### src/rtl/enc_mux_scan.sv
// Scans eight rotary encoders (phase A, phase B, pushbutton) through an
// external 8:1 analog mux. Each channel address is held for SETTLE_CYC
// cycles before one sample cycle, so the mux output has settled and the
// synchronizer has flushed before the value is latched.
//
// state  | meaning
// SETTLE | mux address held, settle counter running
// SAMPLE | single cycle; synchronized pins latched on its exit edge
// HALT   | scanning paused by en_i low, address and outputs hold
module enc_mux_scan #(
  parameter int SETTLE_CYC = 16,  // 3..255, must be >= SYNC_W+1
  parameter int SYNC_W     = 2,   // 2..4
  parameter int PB_INV     = 1    // 1: pushbutton pin is active-low
) (
  input  logic       clk_i,
  input  logic       rst_n_i,
  input  logic       en_i,
  output logic [2:0] sel_o,
  input  logic       mux_a_i,
  input  logic       mux_b_i,
  input  logic       mux_pb_i,
  output logic [1:0] enc_0_o,
  output logic [1:0] enc_1_o,
  output logic [1:0] enc_2_o,
  output logic [1:0] enc_3_o,
  output logic [1:0] enc_4_o,
  output logic [1:0] enc_5_o,
  output logic [1:0] enc_6_o,
  output logic [1:0] enc_7_o,
  output logic [7:0] pb_o,
  output logic       frame_o,
  output logic       valid_o
);

  typedef enum logic [1:0] {
    ST_SETTLE = 2'd0,
    ST_SAMPLE = 2'd1,
    ST_HALT   = 2'd2
  } state_t;

  localparam logic [7:0] CNT_LAST = 8'(SETTLE_CYC - 1);

  state_t            state;
  state_t            state_nxt;
  logic [7:0]        cnt;
  logic [SYNC_W-1:0] sync_a;
  logic [SYNC_W-1:0] sync_b;
  logic [SYNC_W-1:0] sync_pb;
  logic              a_s;
  logic              b_s;
  logic              pb_s;
  logic              do_sample;
  logic              cnt_inc;
  logic [1:0]        enc_q [8];

  // Synchronize the asynchronous mux outputs before anything looks at them.
  always_ff @(posedge clk_i or negedge rst_n_i) begin
    if (!rst_n_i) begin
      sync_a  <= '0;
      sync_b  <= '0;
      sync_pb <= '0;
    end else begin
      sync_a  <= {sync_a[SYNC_W-2:0], mux_a_i};
      sync_b  <= {sync_b[SYNC_W-2:0], mux_b_i};
      sync_pb <= {sync_pb[SYNC_W-2:0], mux_pb_i};
    end
  end

  assign a_s  = sync_a[SYNC_W-1];
  assign b_s  = sync_b[SYNC_W-1];
  assign pb_s = (PB_INV != 0) ? ~sync_pb[SYNC_W-1] : sync_pb[SYNC_W-1];

  // State register.
  always_ff @(posedge clk_i or negedge rst_n_i) begin
    if (!rst_n_i) state <= ST_SETTLE;
    else          state <= state_nxt;
  end

  // Next-state decode; a sample in progress always completes before halting.
  always_comb begin
    state_nxt = state;
    case (state)
      ST_SETTLE: begin
        if (!en_i)                 state_nxt = ST_HALT;
        else if (cnt == CNT_LAST)  state_nxt = ST_SAMPLE;
      end
      ST_SAMPLE: state_nxt = en_i ? ST_SETTLE : ST_HALT;
      ST_HALT:   if (en_i) state_nxt = ST_SETTLE;
      default:   state_nxt = ST_SETTLE;
    endcase
  end

  // Per-state control strobes for the counter and the sample datapath.
  always_comb begin
    do_sample = (state == ST_SAMPLE);
    cnt_inc   = (state == ST_SETTLE) && en_i && (cnt != CNT_LAST);
  end

  // Settle counter; any exit from counting (sample, halt, resume) restarts at 0.
  always_ff @(posedge clk_i or negedge rst_n_i) begin
    if (!rst_n_i)     cnt <= 8'd0;
    else if (cnt_inc) cnt <= cnt + 8'd1;
    else              cnt <= 8'd0;
  end

  // Latch the addressed channel, advance the mux address, flag frame end.
  always_ff @(posedge clk_i or negedge rst_n_i) begin
    if (!rst_n_i) begin
      for (int i = 0; i < 8; i++) enc_q[i] <= 2'b00;
      pb_o    <= 8'h00;
      sel_o   <= 3'd0;
      frame_o <= 1'b0;
      valid_o <= 1'b0;
    end else begin
      frame_o <= 1'b0;
      if (do_sample) begin
        enc_q[sel_o] <= {b_s, a_s};
        pb_o[sel_o]  <= pb_s;
        sel_o        <= sel_o + 3'd1;
        if (sel_o == 3'd7) begin
          frame_o <= 1'b1;
          valid_o <= 1'b1;
        end
      end
    end
  end

  assign enc_0_o = enc_q[0];
  assign enc_1_o = enc_q[1];
  assign enc_2_o = enc_q[2];
  assign enc_3_o = enc_q[3];
  assign enc_4_o = enc_q[4];
  assign enc_5_o = enc_q[5];
  assign enc_6_o = enc_q[6];
  assign enc_7_o = enc_q[7];

endmodule

### config.mk
export PLATFORM = sky130hd
export DESIGN_NAME = enc_mux_scan
export DESIGN_NICKNAME = d
export VERILOG_FILES = /design/src/rtl/enc_mux_scan.sv
export SDC_FILE = /design/constraint.sdc
export NUM_CORES = 1
export LEC_CHECK = 0
export ABC_AREA = 0
export CELL_PAD_IN_SITES_DETAIL_PLACEMENT = 1
export CELL_PAD_IN_SITES_GLOBAL_PLACEMENT = 1
export CORE_ASPECT_RATIO = 0.5
export CORE_MARGIN = 2
export CORE_UTILIZATION = 25
export DETAILED_ROUTE_END_ITERATION = 6
export PLACE_DENSITY = 0.63
export SYNTH_ARGS = -nofsm -noshare
export SYNTH_HDL_FRONTEND = slang
export SYNTH_SLANG_ARGS = --single-unit
### constraint.sdc
create_clock -name clk_i -period 2.2 [get_ports clk_i]
set_input_delay 0.33 -clock clk_i [delete_from_list [all_inputs] [get_ports clk_i]]
set_output_delay 0.33 -clock clk_i [all_outputs]
set_load 0.05 [all_outputs]
==> flow_metrics.py <==
metrics = {
    "outcome": {
        "outcome": "complete, no violations",
    },
    "timing": {
        "hold_ws_ns": 0.0125,
        "tns_ns": 0,
        "fin_worst_skew_ns": 0.00610,
        "finalHoldViolations": 0,
        "final_max_slew_viol_count": 0,
        "max-slew-margin-rel_pct": 65.5,
        "fmax_ghz": 0.503,
        "period_share_pct": 90.3,
        "tightest_slew_ns": 0.517,
        "setup_viol": 0,
        "finalWorstSetupSlack_ns": 0.213,
        "period_minus_slack_ns": 1.99,
        "rsz0062_at_grt": "no",
    },
    "grt": {
        "gr-max-usage-layer": "met2",
        "grt_use_met3_pct": 3.84,
        "use_met1_pct": 12.4,
        "grt_use_total_pct": 10.5,
        "grt_use_met2_pct": 18.1,
        "antenna_found_initial": 0,
        "grt_pass1_vias": 1321,
        "grt_first_pass_wirelength_um": 6340,
        "overflow": 0,
        "grt_start_max_net_pins": 25,
    },
    "critical_path": {
        "crit_path_top_delay_cell": "clkdlybuf4s50_1",
        "cp_top_family": "buffers and inverters",
        "worst_setup_path_end_kind": "output pin",
        "cpPeakStageDelay_ns": 0.86,
        "critPathLaunch": "sel_o[1]",
        "critPathKind": "register to output pin",
        "worst_ep_arrival_time_ns": 1.66,
        "critical_path.max_fanout": 10,
        "r2r_cells": 3,
        "path_buf_inv": 1,
        "rrSetupSlack_ns": 0.61,
        "start_kind": "register",
        "crit_required_ns": 1.87,
        "r2r_start": "sel_o[0]",
        "path_depth": 1,
        "path_cells": "clkdlybuf4s50_1",
        "r2r_end": "enc_3_o[1]",
    },
    "layout": {
        "drive_gt1_share_pct": 11.6,
        "post-route-util_pct": 35.2,
        "final_area_um2": 2400,
        "nFillCells": 711,
        "syn2layout_area_growth_pct": 34.1,
        "reg_top3": "cnt: 8 flops, pb_o: 8 flops, sel_o: 3 flops",
        "nets": 180,
        "final_cells": 264,
        "num_antenna_cells": 0,
    },
    "synthesis": {
        "yosys.area.top_type_share_pct": 62.9,
        "netlist_area_um2": 1790,
        "synthTopCellsByArea": "dfrtp_1 63%, mux2_1 8.8%, mux2i_1 3.9%",
        "postSynthAreaPerCell_um2": 13.6,
        "yosysSeqAreaShare_pct": 62.9,
        "synth_top_cell_by_area": "dfrtp_1",
        "yosysUniqueCellTypes": 31,
        "synth.yosys.warnings": 0,
        "synth_cells": 132,
        "synth_seq_cells": 45,
        "syn-num-nets": 141,
    },
    "floorplanning": {
        "start_util_pct": 26.3,
        "placementRows": 21,
        "core_area_um2": 6810,
        "fp.dieH_um": 63.8,
        "die_area_um2": 7890,
        "die_width_um": 124,
        "ioPinCount": 35,
    },
    "route": {
        "ant_nets": 0,
        "drtIter0Drc": 35,
        "vias": 1145,
        "via_per_inst": 4.34,
        "drc_errors": 0,
        "drt_first_pass_iters": 4,
        "post_drt_wl_per_cell_um": 14.0,
        "wl_um": 3700,
    },
    "clock_network": {
        "cts_resized": 0,
        "cts_num_sinks": 45,
        "cts_tree": "yes",
        "clk_pin_slew_ns": 0.06,
        "numCtsBuffers": 5,
        "clockRootBuffer": "clkbuf_16",
        "clock_path_buffers": 2,
        "postCtsSetupBuffers": 0,
        "hold_buffers": 0,
        "htreeDepth": 2,
        "worst_skew_pair.late_latency_ns": 0.28,
    },
    "power": {
        "leakage_nw": 1.09,
        "finalPower_mw": 1.65,
        "power_density_nw_per_um2": 689,
        "ir_worst_vdd_mv": 0.359,
    },
    "job": {
        "max-cap-violations": 0,
    },
    "placement": {
        "port-buffer-count": 34,
        "place_inst": 256,
        "dpl-instance-area_um2": 2250,
        "pre_cts_slack_ns": 0.437,
        "dp_hpwl_um": 2740,
        "gp_congestion": 0.687,
    },
    "min_path": {
        "hp-class": "primary input to asynchronous set/reset pin",
    },
}
## synth_stat cells
master    number
dfrtp_1       45
a31oi_1        1
nand2_1        4
a21oi_1        4
buf_1          1
and3_1         1
a21oi_2        1
nand3_1        3
ha_1           3
o31ai_1        1
and2b_1        1
nor4_2         1
buf_2          2
or3b_1         1
inv_1          9
xor2_1         1
mux2i_1        7
a41o_1         1
nor2_1         6
or2_2          1
mux2_2         4
a311oi_1       1
and2_1         1
or3_1          4
nand4_1        2
nand3b_1       3
xnor2_1        1
o21ai_0        4
mux2_1        14
nor3b_2        3
a22o_1         1
## report_power, final
part           switching (mW)  internal [mW]
clock network           0.300          0.451
logic                  0.0305         0.0187
registers              0.0142          0.838
total                   0.345           1.31
## cells in the final DEF, fill, tap and decap left out, drive strengths merged, types with 5 or more instances in the layout
cell | synthesis | layout
nor2 | 6 | 6
clkbuf | 0 | 6
dfrtp | 45 | 45
clkdlybuf4s50 | 0 | 33
inv | 9 | 9
mux2 | 18 | 18
mux2i | 7 | 7
a21oi | 5 | 5
## cells by family after synthesis
| group | share of synthesized area (%) |
|---|---|
| buffers and inverters | 2.66 |
| muxes | 15.2 |
| xor gates and xnor gates | 0.979 |
| AOI/OAI and AO/OA | 5.04 |
| and+or+nand+nor | 11.0 |
| adders and majority gates | 2.10 |
| DFF | 62.9 |
## cell type report
cell class	count	area (µm²)	area share, %
tap	92	115	4.80
multi-input combinational	75	616	25.7
sequential	45	1130	46.9
clock buffer	6	139	5.79
clock inverter	2	13.8	0.574
timing repair buffer	35	355	14.8
inverter	9	33.8	1.41
## worst max path at each step
stage,to,slack [ns]
6_report,sel_o[1],0.21
5_1_grt,sel_o[1],0.15
4_1_cts,sel_o[1],0.20
3_5_place_dp,cnt[7],0.44
3_3_place_gp,cnt[7],0.47
2_1_floorplan,enc_5_o[0],0.47
## per-layer routing
metal  share of wire, %  vias up
met2                 52       14
met5                  0        -
met4               0.38        0
met3                3.8        2
li1                   -      541
met1                 44      588
(Power assumes the default switching activity.)
